[src/rtl/watch_pkg.sv]
// watch_pkg: digit ranges and widths of the time-of-day digits. The stopwatch
// datapath and the display formatter use the same definitions, so all three
// blocks agree on digit widths.
//
// Contents:
//   *_MAX : largest legal value of each digit (the digit wraps to 0 after it)
//   *_W   : register width of each digit
package watch_pkg;

    localparam int MSEC_MAX = 99;
    localparam int SEC_MAX  = 59;
    localparam int MIN_MAX  = 59;
    localparam int HOUR_MAX = 23;

    localparam int MSEC_W = 7;
    localparam int SEC_W  = 6;
    localparam int MIN_W  = 6;
    localparam int HOUR_W = 5;

endpackage

[src/rtl/time_digit_counter.sv]
// time_digit_counter: one modulo-(MAX+1) time digit. It advances on a carry
// from the lower digit and on a user adjust pulse. If both arrive in the same
// cycle, the digit advances by two.
//
// Ports:
//   clk       : system clock
//   rst       : asynchronous, active-high reset (value <= RST_VAL)
//   carry_in  : tick-derived carry from the next lower digit
//   inc       : adjust pulse (+1); it never produces a carry_out
//   value     : registered digit value, 0..MAX
//   carry_out : carry_in & (value == MAX), driven from the pre-edge value
module time_digit_counter #(
    parameter int MAX     = 59,
    parameter int WIDTH   = 6,
    parameter int RST_VAL = 0
) (
    input  logic             clk,
    input  logic             rst,
    input  logic             carry_in,
    input  logic             inc,
    output logic [WIDTH-1:0] value,
    output logic             carry_out
);

    localparam logic [WIDTH-1:0] MAX_V  = WIDTH'(MAX);
    localparam logic [WIDTH-1:0] MAX_M1 = WIDTH'(MAX - 1);
    localparam logic [WIDTH-1:0] RST_V  = WIDTH'(RST_VAL);

    logic [WIDTH-1:0] value_next;

    // Only the tick carry can ripple upward. An adjust pulse changes this
    // digit alone.
    assign carry_out = carry_in & (value == MAX_V);

    always_comb begin
        // NOTE: value_next gets a default before the case, so every path
        // assigns it and no latch is inferred.
        value_next = value;
        unique case ({carry_in, inc})
            2'b01, 2'b10: value_next = (value == MAX_V) ? '0 : value + WIDTH'(1);
            2'b11: begin
                // Two steps at once. Handle both wrap points explicitly.
                if (value == MAX_V)
                    value_next = WIDTH'(1);
                else if (value == MAX_M1)
                    value_next = '0;
                else
                    value_next = value + WIDTH'(2);
            end
            default: value_next = value;
        endcase
    end

    // NOTE: sequential state uses non-blocking assignments only. All flops
    // then sample pre-edge values, and the carry chain stays consistent.
    always_ff @(posedge clk or posedge rst) begin
        if (rst)
            value <= RST_V;
        else
            value <= value_next;
    end

endmodule

[src/rtl/watch_dp.sv]
// watch_dp: time-keeping datapath for Watch mode. A divider turns clk into a
// TICK_HZ pulse. The pulse drives a centisecond/second/minute/hour carry chain,
// and the control unit's one-cycle adjust pulses bump individual digits
// without carrying.
//
// Ports:
//   clk        : system clock (CLK_FREQ Hz)
//   rst        : asynchronous, active-high reset
//   i_inc_sec  : adjust pulse, sec +1 mod 60 (no carry into min)
//   i_inc_min  : adjust pulse, min +1 mod 60 (no carry into hour)
//   i_inc_hour : adjust pulse, hour +1 mod 24
//   o_tick     : registered one-cycle pulse every CLK_FREQ/TICK_HZ cycles
//   o_msec     : centiseconds 0..99
//   o_sec      : seconds 0..59
//   o_min      : minutes 0..59
//   o_hour     : hours 0..23 (INIT_HOUR after reset)
module watch_dp
    import watch_pkg::*;
#(
    parameter int CLK_FREQ  = 100_000_000,
    parameter int TICK_HZ   = 100,
    parameter int INIT_HOUR = 12
) (
    input  logic              clk,
    input  logic              rst,
    input  logic              i_inc_sec,
    input  logic              i_inc_min,
    input  logic              i_inc_hour,
    output logic              o_tick,
    output logic [MSEC_W-1:0] o_msec,
    output logic [SEC_W-1:0]  o_sec,
    output logic [MIN_W-1:0]  o_min,
    output logic [HOUR_W-1:0] o_hour
);

    localparam int DIV   = CLK_FREQ / TICK_HZ;
    localparam int DIV_W = (DIV > 1) ? $clog2(DIV) : 1;

    logic [DIV_W-1:0] div_cnt;
    logic             c_sec;
    logic             c_min;
    logic             c_hour;
    logic             unused_day_carry;

    // o_tick is high for the one cycle after the divider held DIV-1. The
    // divider wraps on the same edge, so the period is exactly DIV cycles.
    always_ff @(posedge clk or posedge rst) begin
        if (rst) begin
            div_cnt <= '0;
            o_tick  <= 1'b0;
        end else if (div_cnt == DIV_W'(DIV - 1)) begin
            div_cnt <= '0;
            o_tick  <= 1'b1;
        end else begin
            div_cnt <= div_cnt + DIV_W'(1);
            o_tick  <= 1'b0;
        end
    end

    // Centiseconds have no adjust input. Their carry_in is the registered tick.
    time_digit_counter #(.MAX(MSEC_MAX), .WIDTH(MSEC_W), .RST_VAL(0)) u_msec (
        .clk       (clk),
        .rst       (rst),
        .carry_in  (o_tick),
        .inc       (1'b0),
        .value     (o_msec),
        .carry_out (c_sec)
    );

    time_digit_counter #(.MAX(SEC_MAX), .WIDTH(SEC_W), .RST_VAL(0)) u_sec (
        .clk       (clk),
        .rst       (rst),
        .carry_in  (c_sec),
        .inc       (i_inc_sec),
        .value     (o_sec),
        .carry_out (c_min)
    );

    time_digit_counter #(.MAX(MIN_MAX), .WIDTH(MIN_W), .RST_VAL(0)) u_min (
        .clk       (clk),
        .rst       (rst),
        .carry_in  (c_min),
        .inc       (i_inc_min),
        .value     (o_min),
        .carry_out (c_hour)
    );

    // The day wrap has no consumer. Hours simply roll 23 -> 0.
    time_digit_counter #(.MAX(HOUR_MAX), .WIDTH(HOUR_W), .RST_VAL(INIT_HOUR)) u_hour (
        .clk       (clk),
        .rst       (rst),
        .carry_in  (c_hour),
        .inc       (i_inc_hour),
        .value     (o_hour),
        .carry_out (unused_day_carry)
    );

endmodule

[config.mk]
export PLATFORM = sky130hd
export DESIGN_NAME = watch_dp
export DESIGN_NICKNAME = d
export VERILOG_FILES = /design/src/rtl/watch_pkg.sv /design/src/rtl/time_digit_counter.sv /design/src/rtl/watch_dp.sv
export SDC_FILE = /design/constraint.sdc
export NUM_CORES = 1
export LEC_CHECK = 0
export CORE_MARGIN = 2
export CORE_UTILIZATION = 35
export DETAILED_ROUTE_END_ITERATION = 10
export DONT_BUFFER_PORTS = 1
export PLACE_DENSITY = 0.53
export SLEW_MARGIN = 40
export SYNTH_ARGS = -nofsm -noshare
export SYNTH_HDL_FRONTEND = slang
export SYNTH_HIERARCHICAL = 1
export SYNTH_SLANG_ARGS = --single-unit
[constraint.sdc]
create_clock -name clk -period 3.3 [get_ports clk]
set_input_delay 0.165 -clock clk [delete_from_list [all_inputs] [get_ports clk]]
set_output_delay 0.165 -clock clk [all_outputs]
set_load 0.005 [all_outputs]
======== Word-level counts from Yosys, hierarchy flattened ========
Index checks and enable logic that the tools add are counted.
word-level totals
  bits in registers ....................... 45
  output and inout port bits .............. 25
cells by class
  add/sub/neg operators ................... 8
  reductions and logical operators ........ 6
  mux-type cells .......................... 15
  equal/unequal tests ..................... 17
  bitwise operators ....................... 3
operators with widths
  cell                                           count
  two-way mux 6 bit                              6
  == test 6 bit, second input constant           4
  one-hot mux 6 bit (2 select lines)             2
  adder 20 x 1 -> 20 bit, second input constant  1
  == test 20 bit, second input constant          1
  two-way mux 20 bit                             1
  two-way mux 5 bit                              3
  adder 6 x 1 -> 6 bit, second input constant    2
  adder 6 x 2 -> 6 bit, second input constant    2
  == test 2 bit, second input constant           6
  == test 5 bit, second input constant           2
  one-hot mux 5 bit (2 select lines)             1
  adder 7 x 1 -> 7 bit, second input constant    1
  == test 7 bit, second input constant           1
  two-way mux 7 bit                              1
  == test 2 x 1 -> 1 bit, second input constant  3
  nonzero test 2 bit                             3
  OR reduction 2 bit                             3
  adder 5 x 1 -> 5 bit, second input constant    1
  adder 5 x 2 -> 5 bit, second input constant    1
  bitwise AND 1 bit                              3
  two-way mux 1 bit                              1

======== Depth between registers and ports, before layout ========
Gate-level depths: netlist of run 1.
  word-level depth ........................ 7
  mapped depth ............................ 13

======== Cells and area by module ========
Netlist of run 1, hierarchy kept.
modules (own cells, without submodules)
  module                          cells each  area each (um^2)  instances  seq. area each (um^2)
  time_digit_counter (u_min ...)  64          518.0             2          150.1
  watch_dp                        98          1001.0            1          525.5
  time_digit_counter (u_msec)     78          616.8             1          175.2
  time_digit_counter (u_hour)     52          455.4             1          127.6

======== Worst setup path before layout of run 1 ========
OpenSTA, ideal clock, no wires.
  kind .................................... register to register
  from .................................... register u_msec.value[1]
  to ...................................... register u_hour.value[4]
  arrival ................................. 2580 ps
  path buffers ............................ 4
  slack ................................... 634 ps
  clock period less this slack ............ 2666 ps
  cell stages (with the launch flop) ...... 13
  cells stage by stage .................... dfrtp_1 -> ha_1 -> clkbuf_1 -> nor3b_2 -> and2_1 -> buf_6 -> and3_2 -> buf_6 -> and3_2 -> buf_2 -> or3b_2 -> o31a_1 -> o211ai_1
between the ends
  cells in the longest elaborated chain, start to end .. 7
  elaborated cells on any way between the ends .. 10
ends and longest elaborated chain
  item                                                                      RTL line                  text
  start, declared                                                           time_digit_counter.sv:21  output logic [WIDTH-1:0] value,
  start signal, assigned                                                    time_digit_counter.sv:60  value <= value_next;
  == test 7 bit (*)                                                         time_digit_counter.sv:33  assign carry_out = carry_in & (value == MAX_V);
  bitwise AND 1 bit (*)                                                     time_digit_counter.sv:33
  net c_sec                                                                 watch_dp.sv:40            logic c_sec;
  bitwise AND 1 bit (*)                                                     time_digit_counter.sv:33
  net c_min                                                                 watch_dp.sv:41            logic c_min;
  bitwise AND 1 bit (*)                                                     time_digit_counter.sv:33
  net c_hour                                                                watch_dp.sv:42            logic c_hour;
  == test 2 x 1 -> 1 bit or == test 2 bit (tied branches)                   time_digit_counter.sv:39  unique case ({carry_in, inc})
  OR reduction 2 bit                                                        time_digit_counter.sv:39
  one-hot mux 5 bit (2 select lines) or nonzero test 2 bit (tied branches)  --
  end signal, assigned                                                      time_digit_counter.sv:60
  end, declared                                                             time_digit_counter.sv:21
Mark *: on every way through the listed nets, which the timed path passes. The rest lies on a longest branch.
A chain may end at the register's enable or synchronous reset.

======== Worst setup path in the final report of run 1 ========
  from .................................... register u_msec.value[1]
  to ...................................... register u_hour.value[3]
The elaborated chain is that of the path after synthesis.

==> metrics.txt, run 1 <==
Synth Cell Area=3100 sq um; CP arrival=3.08 ns; # clock sinks=45; Via density=5.81; Worst Setup Path Type=flop to flop; total CTS buffers=5; area of the core=8680 sq um; setup_tns=0 ns; Reg clk slew, reported paths=0.08 ns; Slew Viols, Final=0; final wirelength=6.99 mm; Final Cell Area=3230 sq um; placed cells=442; synthesized net count=373; initial antenna violation count=0; Final setup viols=0; RSZ-0062 raised after global routing=no; gpl congestion=0.851; reg2reg path depth=8; status=finished, final reports clean; Max Cap Violations=0; row count=34; P&R area growth vs syn=4.11%; vias in the first global route=2,503; post-route core utilization=37.2%; ANT cells=0; Min-Delay Startpoint=i_inc_sec; WHS Endpoint=u_sec/value[1]; Final nets=362; Remaining DRCs=0; worst min path class=input port to flop; Final Skew=0.00826 ns; largest net degree at the start of global routing=22; Port Buffer Count=0; Clock Latency Late Sink=0.30 ns; CTS tree=yes; Placed Area=3120 sq um; Critical Path Start Type=flop; Mapped Avg Cell Area=8.74 sq um; share of layout cells above drive strength 1=7.83%; Min-Delay Path Depth=2; setup ws final=0.442 ns; die area=9630 sq um; post-synthesis cell count=355; WL per Instance=15.4 um; final worst-path cycle share=86.6%; worst slack, placed=0.478 ns; peak supply drop=0.000215 V; fmax=350 MHz; fin crit period=2.86 ns; non-filler cells, final=453; Req. time, crit path=3.52 ns; RR Startpoint=u_msec/value[1]; first-pass GRT wire length=11.8 mm; ANT nets after route=0; die span in x=98.1 um; Final Hold Viols=0; Least-Margin Pin Slew=0.756 ns; Yosys warnings=6; CP endpoint kind=flop; Initial DRC Count=141; worst rel slew slack=49.3%; CTS HTree Levels=2; worst-path fanout max=10; Remaining Overflow, GRT=0; r2r endpoint=u_hour/value[3]; Power Dens Cells=565 nW/um^2; CTS Buffer Depth=2; GRT Overall Usage=14.5%; DR vias=2,634; post-DP HPWL=4.82 mm; effective utilization at floorplan=35.7%; Ports=30; Post-CTS Setup Repair Bufs=0; # resized after CTS=0; FF-to-FF setup slack=0.44 ns; Chip Height=98.1 um; leakage power=1.29 nW; iteration count of the initial detailed-routing pass=4; clock root cell=clkbuf_8
[power by group]
part	internal (mW)	leakage, nW	total [mW]	switching [mW]
registers	0.669	0.569	0.965	0.296
logic	0.261	0.682	0.523	0.262
clock network	0.149	0.0422	0.337	0.188
total	1.08	1.29	1.83	0.746
[placed cells by master, fill, tap and decap left out, types with 3 or more instances in the layout]
master         instances
clkbuf_8               5
inv_1                 20
o21ai_1                3
a211oi_1               3
or4_1                  4
mux2i_1                3
nor2b_1                3
o211a_1                3
nand2_1               29
xor2_1                 8
nor3_1                 5
o211ai_1               7
ha_1                  13
nand3_1               19
dfrtp_1               43
xnor2_1               10
o22a_1                 3
nand4_1                9
nor2_1                22
and3_2                 3
and2_1                 6
or2_1                  3
a21oi_1               29
nand4b_1               6
a21boi_0               3
o31ai_1                4
o221ai_1               5
o21ai_0               15
a31oi_1                6
dlygate4sd3_1          3
[per-layer routing]
metal / GRT usage, % / part of all wire, %
met5: 0 / 0
met4: 3.79 / 0.79
met3: 3.44 / 4.8
met2: 23.3 / 46
met1: 19.7 / 48
[registers in the layout, indices dropped and copies added, names as in the netlist]
| name | flops |
|---|---|
| u_sec/value | 6 |
| u_hour/value | 5 |
| u_msec/value | 7 |
| o_tick | 1 |
| div_cnt | 20 |
| u_min/value | 6 |
[worst max-delay path: stages, from the launching register on]
cell	delay, ns
dfrtp_1	0.53
ha_1	0.40
nor3b_2	0.27
and2_1	0.19
and3_2	0.30
and3_2	0.34
nor2_1	0.10
or4_1	0.49
o221ai_2	0.15
[how the worst max path moves through the flow]
stage	slack, ns	startpoint	endpoint	cells after the start
after floorplan	0.64	u_msec/value[1]	u_hour/value[4]	12
after global placement	0.57	u_msec/value[1]	u_hour/value[3]	8
after detailed placement	0.48	u_msec/value[1]	u_hour/value[3]	8
after CTS	0.45	u_msec/value[1]	u_hour/value[3]	8
after global routing	0.23	u_msec/value[1]	u_hour/value[3]	8
final	0.44	u_msec/value[1]	u_hour/value[3]	8
[cell type report]
class | instances | area (sq um)
timing repair buffer | 5 | 45.0
tap | 108 | 135
clock inverter | 1 | 5.00
multi-input combinational | 266 | 1760
clock buffer | 7 | 76.3
sequential | 45 | 1130
inverter | 21 | 78.8
fill | 879 | 5450
[through the flow]
step	total power, mW	hold WS [ns]
after floorplan	1.36	-0.0579
after global placement	1.48	-0.0185
after detailed placement	1.48	-0.0215
after CTS	1.85	0.00341
after global routing	1.98	0.0204
final	1.83	0.0240
[timing repair]
action / CTS / global route
setup endpoints to repair: 0 / 0
hold buffers: 3 / 0
endpoints found under the hold margin: 47 / 0
Note: power is estimated with default switching activity, not from simulation.
==> run 2: changes to the inputs <==
Settings changed: REMOVE_ABC_BUFFERS set to 1.
==> metrics.txt, run 2 (same netlist as run 1, synthesis figures left out) <==
status=finished, final reports clean; ANT cells=0; Remaining DRCs=0; Worst Setup Path Type=flop to flop; Min-Delay Path Depth=2; FF-to-FF setup slack=0.52 ns; total CTS buffers=5; Clock Latency Late Sink=0.29 ns; Worst Hold Slack=0.0305 ns; die area=9630 sq um; Initial DRC Count=116; fmax=360 MHz; worst rel slew slack=50.0%; leakage power=1.31 nW; gpl congestion=0.818; Chip Height=98.1 um; die span in x=98.1 um; Slew Viols, Final=0; setup_tns=0 ns; Via density=5.74; peak supply drop=0.000247 V; WHS Endpoint=u_sec/value[1]; Port Buffer Count=0; area of the core=8680 sq um; most frequent cells in the layout=43 x dfrtp_1, 29 x nand2_1, 29 x a21oi_1; fill cell count=894; Req. time, crit path=3.52 ns; Min-Delay Startpoint=i_inc_sec; worst min path class=input port to flop; Post-CTS Setup Repair Bufs=0; largest net degree at the start of global routing=22; initial antenna violation count=0; fin crit period=2.78 ns; Reg clk slew, reported paths=0.08 ns; Power Dens Cells=586 nW/um^2; Final nets=362; vias in the first global route=2,425; r2r endpoint=u_hour/value[3]; Least-Margin Pin Slew=0.746 ns; iteration count of the initial detailed-routing pass=4; reg2reg path depth=8; Ports=30; Top Registers=div_cnt x20, u_msec/value x7; effective utilization at floorplan=35.7%; post-DP HPWL=4.74 mm; # clock sinks=45; CP endpoint kind=flop; GRT Overall Usage=14.4%; share of layout cells above drive strength 1=8.12%; RR Startpoint=u_msec/value[1]; WL per Instance=14.7 um; Largest Register=div_cnt; CTS HTree Levels=2; CP arrival=3.00 ns; final worst-path cycle share=84.1%; ANT nets after route=0; Final Hold Viols=0; DR vias=2,600; Remaining Overflow, GRT=0; row count=34; max reg flops=20; first-pass GRT wire length=11.7 mm; CTS Buffer Depth=2; final wirelength=6.68 mm; CTS tree=yes; P&R area growth vs syn=5.24%; clock root cell=clkbuf_8; worst-path fanout max=10; Critical Path Start Type=flop; RSZ-0062 raised after global routing=no; most common cell after layout, fill and taps aside=dfrtp_1; Final Skew=0.00643 ns; Final setup viols=0; Max Cap Violations=0
run 2: worst max path at each step:
| stage | start | cells after the start | endpoint |
|---|---|---|---|
| floorplan | u_msec/value[3] | 8 | u_hour/value[3] |
| detailed placement | u_msec/value[1] | 8 | u_hour/value[3] |
| CTS | u_msec/value[1] | 8 | u_hour/value[3] |
| global route | u_msec/value[1] | 8 | u_hour/value[3] |
| global placement | u_msec/value[1] | 8 | u_hour/value[3] |
| finish | u_msec/value[1] | 8 | u_hour/value[3] |
run 2: critical path, cell delays in order (launching register included):
cell and delay [ns]:
dfrtp_1 0.52, ha_1 0.39, nor3b_2 0.26, and2_1 0.17, and3_2 0.30, and3_2 0.33, nor2_1 0.10, or4_1 0.49
o221ai_2 0.14
run 2: layout make-up:
class | count | area [sq um] | area share [%]
Multi-Input combinational cell | 266 | 1760 | 53.9
Sequential cell | 45 | 1130 | 34.6
Tap cell | 108 | 135 | 4.14
Clock buffer | 7 | 86.3 | 2.64
Inverter | 21 | 78.8 | 2.41
Timing Repair Buffer | 5 | 45.0 | 1.38
Clock inverter | 1 | 30.0 | 0.920
run 2: timing repair:
item,4_1_cts,5_1_grt
resized for setup,0,0
endpoints found under the hold margin,47,0
hold buffers,3,0
run 2: report_power, final:
part	switching, mW	internal (mW)	leakage (nW)	total, mW
clock network	0.185	0.247	0.0585	0.432
registers	0.289	0.669	0.569	0.958
logic	0.261	0.260	0.682	0.521
total	0.736	1.18	1.31	1.91
run 2: layer usage:
metal	track usage, %	wire length [um]
met1	19.6	3270
met2	22.8	3060
met3	3.51	287
met4	4.11	55
met5	0	0
run 2: per-stage QoR:
step	util (%)	total power, mW	area [sq um]	setup slack [ns]	cells
4_1_cts	37.6	1.94	3260	0.523	453
6_report	37.6	1.91	3260	0.524	453
3_5_place_dp	35.9	1.48	3120	0.543	442
5_1_grt	37.6	2.08	3260	0.295	453
2_1_floorplan	-	1.32	2970	0.563	332
3_3_place_gp	35.9	1.47	3120	0.601	442
